### src/rtl/bus_arbiter.sv
// bus_arbiter: CPU/DMA bus arbiter with WAIT_CYC wait states and bounded DMA starvation; `define ARB_PERF_CNT_EN adds perf counters
module bus_arbiter #(
    parameter int WAIT_CYC   = 1,
    parameter int STARVE_MAX = 4
) (
    input  logic        cpu_clk,
    input  logic        cpu_rst,
    input  logic        cpu_req,
    input  logic        cpu_wen,
    input  logic [31:0] cpu_addr,
    input  logic [31:0] cpu_wdata,
    output logic [31:0] cpu_rdata,
    output logic        cpu_done,
    output logic        cpu_stall,
    input  logic        dma_req,
    input  logic        dma_wen,
    input  logic [31:0] dma_addr,
    input  logic [31:0] dma_wdata,
    output logic [31:0] dma_rdata,
    output logic        dma_ack,
    output logic [31:0] Bus_addr,
    output logic        Bus_wen,
    output logic [31:0] Bus_wdata,
`ifdef ARB_PERF_CNT_EN
    output logic [31:0] perf_stall_cyc,
    output logic [31:0] perf_dma_grants,
`endif
    input  logic [31:0] Bus_rdata
);
    localparam logic [3:0] WAIT_LD    = 4'(WAIT_CYC);
    localparam logic [3:0] STARVE_LIM = 4'(STARVE_MAX);

    typedef enum logic [1:0] {IDLE, BUSY_CPU, BUSY_DMA} state_t;

    state_t      state, state_nx;
    logic [3:0]  cnt, starve_cnt;
    logic [31:0] lat_addr, lat_wdata;
    logic        lat_wen;
    logic        busy, cpu_win, dma_win, cpu_grant, dma_grant;

    assign busy      = state != IDLE;
    assign cpu_win   = cpu_req && !(dma_req && starve_cnt == STARVE_LIM);
    assign dma_win   = dma_req && !cpu_win;
    assign cpu_grant = !busy && cpu_win;
    assign dma_grant = !busy && dma_win;

    // state, wait counter, starvation counter and latched winner request
    always_ff @(posedge cpu_clk) begin
        if (cpu_rst) begin
            state      <= IDLE;
            cnt        <= '0;
            starve_cnt <= '0;
            lat_addr   <= '0;
            lat_wdata  <= '0;
            lat_wen    <= 1'b0;
        end else begin
            state <= state_nx;
            if (cpu_grant || dma_grant) begin
                cnt       <= WAIT_LD;
                lat_addr  <= cpu_win ? cpu_addr : dma_addr;
                lat_wdata <= cpu_win ? cpu_wdata : dma_wdata;
                lat_wen   <= cpu_win ? cpu_wen : dma_wen;
            end else if (busy) begin
                cnt <= cnt - 4'd1;
            end
            starve_cnt <= (!dma_req || dma_grant) ? '0 :
                          (cpu_grant && starve_cnt != STARVE_LIM) ? starve_cnt + 4'd1 : starve_cnt;
        end
    end

    // arbitrate in IDLE, return to IDLE once the wait count expires
    always_comb begin
        state_nx = !busy ? (cpu_win ? BUSY_CPU : dma_win ? BUSY_DMA : IDLE) :
                   (cnt == 4'd0 ? IDLE : state);
    end

    // bus drive from latched request only; write strobe on the first busy cycle
    always_comb begin
        Bus_addr  = busy ? lat_addr : '0;
        Bus_wdata = busy ? lat_wdata : '0;
        Bus_wen   = busy && lat_wen && cnt == WAIT_LD;
        cpu_done  = state == BUSY_CPU && cnt == 4'd0;
        dma_ack   = state == BUSY_DMA && cnt == 4'd0;
        cpu_rdata = Bus_rdata;
        dma_rdata = Bus_rdata;
        cpu_stall = cpu_req && !cpu_done;
    end

`ifdef ARB_PERF_CNT_EN
    // stall-cycle and DMA-grant counters, wrapping modulo 2^32
    always_ff @(posedge cpu_clk) begin
        if (cpu_rst) begin
            perf_stall_cyc  <= '0;
            perf_dma_grants <= '0;
        end else begin
            perf_stall_cyc  <= perf_stall_cyc + 32'(cpu_stall);
            perf_dma_grants <= perf_dma_grants + 32'(dma_grant);
        end
    end
`endif
endmodule
### config.mk
export PLATFORM = sky130hd
export DESIGN_NAME = bus_arbiter
export DESIGN_NICKNAME = d
export VERILOG_FILES = /design/src/rtl/bus_arbiter.sv
export SDC_FILE = /design/constraint.sdc
export NUM_CORES = 1
export LEC_CHECK = 0
export ABC_AREA = 1
export CAP_MARGIN = 10
export CORE_AREA = 4 4 118 120
export DETAILED_ROUTE_END_ITERATION = 6
export DIE_AREA = 0 0 122 124
export GPL_ROUTABILITY_DRIVEN = 0
export PLACE_DENSITY = 0.8
export SYNTH_ARGS = -nofsm -noshare
export SYNTH_HDL_FRONTEND = slang
export SYNTH_SLANG_ARGS = --single-unit
### constraint.sdc
create_clock -name cpu_clk -period 1.91 [get_ports cpu_clk]
set_clock_uncertainty 0.15 [all_clocks]
set_input_delay 0.382 -clock cpu_clk [delete_from_list [all_inputs] [get_ports cpu_clk]]
set_output_delay 0.382 -clock cpu_clk [all_outputs]
set_load 0.03 [all_outputs]
== Word level (Yosys, flattened, before mapping) ==
Cells that the tools add are included.
Cells by class
  muxes and demuxes: 11
  eq/ne operators: 6
  reduce and logical (&&, ||, !) cells: 23
  add/subtract/negate cells: 2
Operators by type and width (number)
  32-bit two-way mux: 4
  1-bit logical AND: 11
  2-bit two-way mux: 4
  1-bit logical NOT: 5
  4-bit by 1-bit adder with 4-bit output, second input constant: 1
  4-bit by 1-bit equality test with 1-bit output, second input constant: 1
  4-bit by 3-bit equality test with 1-bit output, second input constant: 1
  4-bit logical NOT: 1
  4-bit by 3-bit inequality test with 1-bit output, second input constant: 1
  2-bit nonzero test: 2
  2-bit OR reduction: 2
  4-bit by 1-bit subtractor with 4-bit output, second input constant: 1
  1-bit two-way mux: 3
  2-bit by 1-bit equality test with 1-bit output, second input constant: 1
  2-bit equality test, second input constant: 1
  1-bit logical OR: 2
  2-bit by 1-bit inequality test with 1-bit output, second input constant: 1
Word-level totals
  input bits: 166
  output and inout bits: 132
  register bits: 75

== Longest topological paths before layout ==
Gate-level depths: netlist of the first run.
  word-level depth: 9
  gate-level depth with buffers: 11
  gate-level depth less buffers: 9

== Least setup slack after synthesis of the first run ==
Ideal clock, no wire load.
  kind: flip-flop to output port
  from: reg cnt[0]
  to: out cpu_stall
  path buffers: 0
  setup slack: 0.018 ns
  stages on the path, launching flop included: 6
  arrival time: 1.360 ns
  data required time: 1.378 ns
  path through: dfxtp_1 > inv_1 > ha_1 > nand2_1 > nor2_1 > nor2_1
Between the ends
  longest elaborated chain between the ends: 4
RTL lines
  start: declaration: RTL line 36  | logic [3:0] cnt, starve_cnt;
  start signal: assignment: RTL line 64  | cnt <= cnt - 4'd1;
  4-bit logical NOT: RTL line 82  | cpu_done = state == BUSY_CPU && cnt == 4'd0;
  1-bit logical AND: RTL line 82
  net cpu_done: RTL line 13  | output logic cpu_done,
  1-bit logical NOT: RTL line 86  | cpu_stall = cpu_req && !cpu_done;
  1-bit logical AND: RTL line 86
  end: declaration: RTL line 14  | output logic cpu_stall,
The timed path passes the listed nets, and every way through them passes these cells.

== Worst setup path in the final report of the first run ==
  from: reg state[0]
  to: out Bus_wdata[17]
Between the ends
  longest elaborated chain between the ends: 2
RTL lines
  start: declaration: RTL line 35  | state_t state, state_nx;
  start signal: assignment: RTL line 57  | state <= state_nx;
  2-bit nonzero test: RTL line 41  | assign busy = state != IDLE;
  32-bit two-way mux: RTL line 80  | Bus_wdata = busy ? lat_wdata : '0;
  end: declaration: RTL line 23  | output logic [31:0] Bus_wdata,
No other way between the ends.

==> results by group, run 1 <==
Floorplanning
  – Number of rows created at floorplan: 42
  – Vert. Die Dim: 124 µm
  – Placeable core area: 13000 µm²
  – Effective utilization at floorplan: 36.4%
  – Count of pins on the block boundary: 298
  – DIE AREA: 15100 µm²
  – Die width: 122 µm

Global route
  – Wire length of the first global-routing pass: 22100 µm
  – Global route total overflow: 0
  – Initial antenna violation count: 0
  – Pin count of the biggest net entering global routing: 69
  – Vias in the first global route: 4557
  – Overall global routing resource usage: 18.6%

Timing
  – Count of endpoints failing setup in the final report: 29
  – Worst slew margin: 78.9%
  – Maximum frequency from static timing analysis: 0.511 GHz
  – Max-slew violation count: 0
  – Worst hold margin: 0.323 ns
  – Final period util: 102%
  – Setup repair after global routing missed its margin: yes
  – Worst Tran Pin Value: 0.317 ns
  – PnR worst setup slack: -0.0458 ns
  – Final hold viol count: 0
  – Post-layout min period: 1.96 ns

Routing
  – DRC violations left: 0
  – Wire length per cell: 13.4 µm
  – Initial DRT Pass Iterations: 5
  – Via Count: 4939
  – Via density per instance: 4.51
  – Antenna-violating nets left: 0
  – Detailed Route Iter0 Violations: 324
  – Total routed wirelength: 14700 µm

Logic synthesis
  – Number of synthesized register bits: 75
  – Prevailing post-synth register cell: sky130_fd_sc_hd__dfxtp_1
  – Yosys cell types: 21
  – Portion of the post-synthesis area used by sequential elements: 31.8%
  – Instance count of the mapped netlist: 770
  – Average cell area after synthesis: 6.13 µm²
  – Synth warn: 0
  – Synth Net Count: 941
  – Asr flop ratio synth: 0%
  – Number of enable flip-flop cells after synthesis: 0
  – Syn Std Cell Area: 4720 µm²

Worst setup path
  – Crit start category: register
  – Largest driver fanout on the critical path: 13
  – Required time at the worst-slack endpoint: 1.38 ns
  – CP Data Arrival Time: 1.42 ns
  – Startpoint-to-endpoint class of the critical path: reg -> out
  – Critical path capture point type: output port

Final layout
  – Fillers: 1207
  – Final core utilization: 54.5%
  – Area growth syn-to-layout: 49.8%
  – Share of post-route cells with drive strength above 1: 17.4%
  – Nets: 1086
  – Number of antenna cells inserted: 0
  – Finished layout cell area: 7070 µm²

Clock network
  – Clk root buf: sky130_fd_sc_hd__clkbuf_16
  – TritonCTS Buffers: 9
  – Clock edge transition at the registers on the reported setup and hold paths: 0.06 ns
  – Clock latency on the worst-skew pair: 0.33 ns
  – Number of clock sinks seen by CTS: 75
  – CTS tree: yes
  – Number of H-tree branching levels: 3
  – Worst-case clock buffer depth: 2
  – CTS Hold Buffers Added: 0

Run
  – Max-cap viol count: 0

Min path
  – Worst hold path class: reg -> reg

Power
  – Worst IR drop on VDD: 0.000350 V
  – P_leak: 3.61 nW
  – Pwr dens: 771 nW/µm²

Placed design
  – DP Area: 6580 µm²
  – Detailed-placement wirelength estimate: 10400 µm
  – Port-buffer cells: 201

Outcome
  – Status: finished with violations
  – Failing checks: negative setup slack
==> cell usage in the layout (no fill, tap or decap), types with 2 or more instances in the layout <==
cell	n
sky130_fd_sc_hd__nand2_1	209
sky130_fd_sc_hd__inv_1	138
sky130_fd_sc_hd__clkdlybuf4s50_1	131
sky130_fd_sc_hd__a21oi_1	71
sky130_fd_sc_hd__nand3_1	70
sky130_fd_sc_hd__dfxtp_1	70
sky130_fd_sc_hd__nor2_1	55
sky130_fd_sc_hd__buf_4	50
sky130_fd_sc_hd__buf_2	22
sky130_fd_sc_hd__buf_6	16
sky130_fd_sc_hd__buf_12	14
sky130_fd_sc_hd__nor2_2	12
sky130_fd_sc_hd__clkbuf_16	9
sky130_fd_sc_hd__nor2_4	8
sky130_fd_sc_hd__xor2_1	5
sky130_fd_sc_hd__dfxtp_2	5
sky130_fd_sc_hd__ha_1	4
sky130_fd_sc_hd__inv_2	3
sky130_fd_sc_hd__clkbuf_8	3
sky130_fd_sc_hd__nand2_2	2
sky130_fd_sc_hd__nand4_1	2
sky130_fd_sc_hd__buf_16	2
sky130_fd_sc_hd__bufbuf_16	2
sky130_fd_sc_hd__buf_8	2
==> final timing paths <==
check / startpoint / end / slack, ns / cells after the start
setup reg to reg: state[0] / lat_addr[16] / 0.15 / 9
hold reg to reg: starve_cnt[3] / starve_cnt[3] / 0.32 / 2
hold / removal: starve_cnt[3] / starve_cnt[3] / 0.32 / 2
setup / recovery: state[0] / Bus_wdata[17] / -0.05 / 6
==> kinds of logic after synthesis <==
| logic type | count (synthesis) | synth area share [%] |
|---|---|---|
| buffers and inverters | 250 | 27.0 |
| adder cells (fa/ha/maj) | 5 | 1.32 |
| XOR/XNOR | 5 | 0.927 |
| AND/OR/NAND/NOR | 361 | 30.9 |
| flip-flops | 75 | 31.8 |
| AO/OA/AOI/OAI | 74 | 7.98 |
==> Yosys cell counts, drive strengths merged, types with 2 or more instances <==
cell	count	area [µm²]
nand2	211	795
inv	143	537
buf	97	702
dfxtp	75	1500
nor2	75	289
a21oi	71	355
nand3	71	355
clkbuf	10	37.5
ha	5	62.6
xor2	5	43.8
nand4	2	12.5
nor3	2	10.0
o21ai	2	13.8
==> power by group <==
group / internal, mW / switching [mW] / total, mW
logic: 0.891 / 1.01 / 1.91
registers: 1.75 / 0.0608 / 1.81
clock network: 1.10 / 0.633 / 1.73
total: 3.74 / 1.71 / 5.45
==> final cells by class <==
cell class	instances	area [µm²]	area share [%]
Timing Repair Buffer	241	2420	34.3
Multi-Input combinational cell	445	2070	29.2
Sequential cell	75	1510	21.3
Inverter	143	552	7.80
Clock buffer	12	267	3.77
Tap cell	176	220	3.11
Clock inverter	2	35.0	0.495
==> critical path, cell delays in order, from the launching register on <==
cell                      delay (ns)
sky130_fd_sc_hd__dfxtp_2        0.35
sky130_fd_sc_hd__nor2_4         0.05
sky130_fd_sc_hd__buf_12         0.13
sky130_fd_sc_hd__buf_4          0.15
sky130_fd_sc_hd__buf_16         0.15
sky130_fd_sc_hd__nor2_1         0.09
sky130_fd_sc_hd__buf_4          0.17
==> repair_timing <==
action,4_1_cts,5_1_grt
endpoints found under the hold margin,0,0
gates resized for setup,322,37
pin swaps,2,2
cloned,3,0
buffers inserted,7,0
endpoints found under the setup margin,58,76
==> state kept, by name, indices dropped and copies added (netlist names) <==
register,cells
cnt,4
lat_addr,32
lat_wdata,32
lat_wen,1
starve_cnt,4
state,2
==> metal layers <==
metal | wire length, µm | share of wire, % | vias up | track usage, %
li1 | - | - | 2521 | -
met1 | 5830 | 40 | 2162 | 21.2
met2 | 7010 | 48 | 213 | 31.3
met3 | 1370 | 9.3 | 43 | 5.59
met4 | 448 | 3.1 | 0 | 9.94
met5 | 0 | 0 | - | 0
==> per-stage QoR <==
| step | total power [mW] | TNS [ns] | std cells | worst slack, ns |
|---|---|---|---|---|
| floorplan | 3.04 | 0 | 770 | 0.0177 |
| CTS | 5.47 | -1.62 | 1094 | -0.113 |
| finish | 5.45 | -0.700 | 1094 | -0.0458 |
| global route | 5.76 | -2.88 | 1094 | -0.105 |
| detailed placement | 3.58 | -8.49 | 1071 | -0.173 |
| global placement | 3.55 | -5.78 | 1071 | -0.117 |
No activity file was read; power rests on OpenSTA's default activity.
==> run 2: changes to the inputs <==
SKIP_CTS_REPAIR_TIMING = 1   (was not set)
==> run 2 against run 1 <==
Compared with the run above: the flow still finishes with violations (negative setup slack); combinational power barely moved; power rose by 0.33%; largest cell class unchanged; register-to-register slack got worse by 0.09 ns; critical path depth fell by 1; largest power group unchanged; die area did not move; final area rose by 0.71%; via count rose by 0.67%; highest routed layer unchanged; first-iteration DRC count rose by 3.7%; worst setup slack improved by 0.030 ns; flip-flop and latch count did not move; non-clock buffer count rose by 2; critical endpoint is now Bus_addr[3].
==> results by group, run 2 (same netlist as run 1, synthesis figures left out) <==
Timing
  – Count of endpoints failing setup in the final report: 22 (-24%)
  – PnR worst setup slack: -0.0160 ns (+0.0298 ns)
  – Worst Tran Pin Value: 0.343 ns (+0.0258 ns)
  – Final hold viol count: 0 (unchanged)
  – Maximum frequency from static timing analysis: 0.519 GHz (+1.5%)
  – Final period util: 101% (-1.6 points)
  – Max-slew violation count: 0 (unchanged)
  – Setup repair after global routing missed its margin: yes
  – Worst slew margin: 77.1% (-1.7 points)
  – Post-layout min period: 1.93 ns (-0.0298 ns)

Clock network
  – Clk root buf: sky130_fd_sc_hd__clkbuf_16
  – TritonCTS Buffers: 9 (unchanged)
  – Clock edge transition at the registers on the reported setup and hold paths: 0.06 ns (about the same)
  – Worst-case clock buffer depth: 2 (unchanged)
  – Clock latency on the worst-skew pair: 0.33 ns (about the same)
  – Number of H-tree branching levels: 3 (unchanged)
  – Number of clock sinks seen by CTS: 75 (unchanged)
  – CTS tree: yes

Floorplanning
  – Effective utilization at floorplan: 36.4% (unchanged)
  – Number of rows created at floorplan: 42 (unchanged)
  – Placeable core area: 13000 µm² (unchanged)
  – Die width: 122 µm (unchanged)
  – Count of pins on the block boundary: 298 (unchanged)
  – DIE AREA: 15100 µm² (unchanged)
  – Vert. Die Dim: 124 µm (unchanged)

Routing
  – DRC violations left: 0 (unchanged)
  – Wire length per cell: 13.8 µm (+2.8%)
  – Antenna-violating nets left: 0 (unchanged)
  – Total routed wirelength: 15100 µm (+3.0%)
  – Via Count: 4972 (+0.67%)
  – Initial DRT Pass Iterations: 5 (unchanged)
  – Detailed Route Iter0 Violations: 336 (+3.7%)
  – Via density per instance: 4.54 (+0.48%)

Final layout
  – Most common cell after layout, fill and taps aside: sky130_fd_sc_hd__nand2_1
  – Number of antenna cells inserted: 0 (unchanged)
  – Area growth syn-to-layout: 50.8%
  – Nets: 1088 (+0.18%)
  – Biggest registers after layout: lat_addr: 32 flops, lat_wdata: 32 flops
  – Most frequent cells in the layout: 209 x sky130_fd_sc_hd__nand2_1, 138 x sky130_fd_sc_hd__inv_1, 131 x sky130_fd_sc_hd__clkdlybuf4s50_1, 70 x sky130_fd_sc_hd__nand3_1, 70 x sky130_fd_sc_hd__dfxtp_1
  – Fillers: 1198 (-0.75%)
  – Share of post-route cells with drive strength above 1: 18.3% (+0.83 points)
  – Number of cells in the finished layout apart from fillers: 1096 (+0.18%)

Outcome
  – Failing checks: negative setup slack
  – Status: finished with violations

Global route
  – Vias in the first global route: 4431 (-2.8%)
  – Initial antenna violation count: 0 (unchanged)
  – Pin count of the biggest net entering global routing: 69 (unchanged)
  – Global route total overflow: 0 (unchanged)
  – Wire length of the first global-routing pass: 21200 µm (-4.3%)
  – Overall global routing resource usage: 17.7% (-0.90 points)

Worst setup path
  – Master of the slowest instance on the critical path: sky130_fd_sc_hd__dfxtp_2
  – Buf+Inv Stages, Crit Path: 3 (-1)
  – CP Data Arrival Time: 1.39 ns (-0.03 ns)
  – Largest driver fanout on the critical path: 7 (-6)
  – Cell type group with the largest total delay on the critical path: buffers and inverters
  – Crit start category: register
  – CP cell instances: nor2_4, buf_12, clkbuf_16, nor2_1, buf_4
  – Critical path capture point type: output port
  – CP peak stage delay: 0.33 ns (-0.02 ns)
  – Startpoint-to-endpoint class of the critical path: reg -> out
  – Required time at the worst-slack endpoint: 1.38 ns (about the same)

Min path
  – Worst hold path class: reg -> reg

Placed design
  – Dpl cells: 1071 (unchanged)
  – Port-buffer cells: 201 (unchanged)
  – Detailed-placement wirelength estimate: 10400 µm (unchanged)

Power
  – Worst IR drop on VDD: 0.000349 V (-0.45%)
  – Power consumption: 5.47 mW (+0.33%)
  – Pwr dens: 768 nW/µm² (-0.38%)
  – P_leak: 3.66 nW (+1.2%)

Run
  – Max-cap viol count: 0 (unchanged)
-- run 2: per-layer routing --
layer / share of wire [%] / track usage, % / up-vias
met5: 0 / 0 / -
met2: 48 / 30.0 / 203
met4: 2.8 / 8.82 / 0
met3: 8.9 / 5.40 / 43
li1: - / - / 2523
met1: 40 / 20.2 / 2203
-- run 2: worst paths after layout --
check                start       endpoint  slack, ns  cells after the start
max               state[0]    Bus_addr[3]      -0.02                      5
min          starve_cnt[3]  starve_cnt[3]       0.32                      2
max reg2reg       state[0]  lat_wdata[19]       0.06                     10
min reg2reg  starve_cnt[3]  starve_cnt[3]       0.32                      2
-- run 2: area by class of cell --
cell class / count / area, µm² / share of cell area, %
Sequential cell: 75 / 1510 / 21.2
Clock inverter: 2 / 35.0 / 0.492
Clock buffer: 12 / 267 / 3.74
Multi-Input combinational cell: 445 / 2090 / 29.3
Tap cell: 176 / 220 / 3.09
Inverter: 143 / 554 / 7.78
Timing Repair Buffer: 243 / 2450 / 34.4
-- run 2: stage by stage --
step	hold slack [ns]	instance area, µm²	setup TNS [ns]	worst slack [ns]	util (%)
CTS	0.324	6880	-20.21	-0.425	53.0
finish	0.325	7120	-0.193	-0.0160	54.9
floorplan	0.295	4720	0	0.0177	-
detailed placement	0.316	6580	-8.49	-0.173	50.7
global placement	0.302	6580	-5.78	-0.117	50.7
global route	0.331	7120	-2.53	-0.0725	54.9
-- run 2: worst min-delay path: stages (launching register included) --
cell and delay [ns]:
sky130_fd_sc_hd__dfxtp_1 0.31, sky130_fd_sc_hd__nand2_1 0.06, sky130_fd_sc_hd__a21oi_1 0.06
-- run 2: report_power, final --
part / internal (mW) / switching (mW) / total [mW]
clock network: 1.10 / 0.626 / 1.73
registers: 1.75 / 0.0623 / 1.82
logic: 0.888 / 1.04 / 1.93
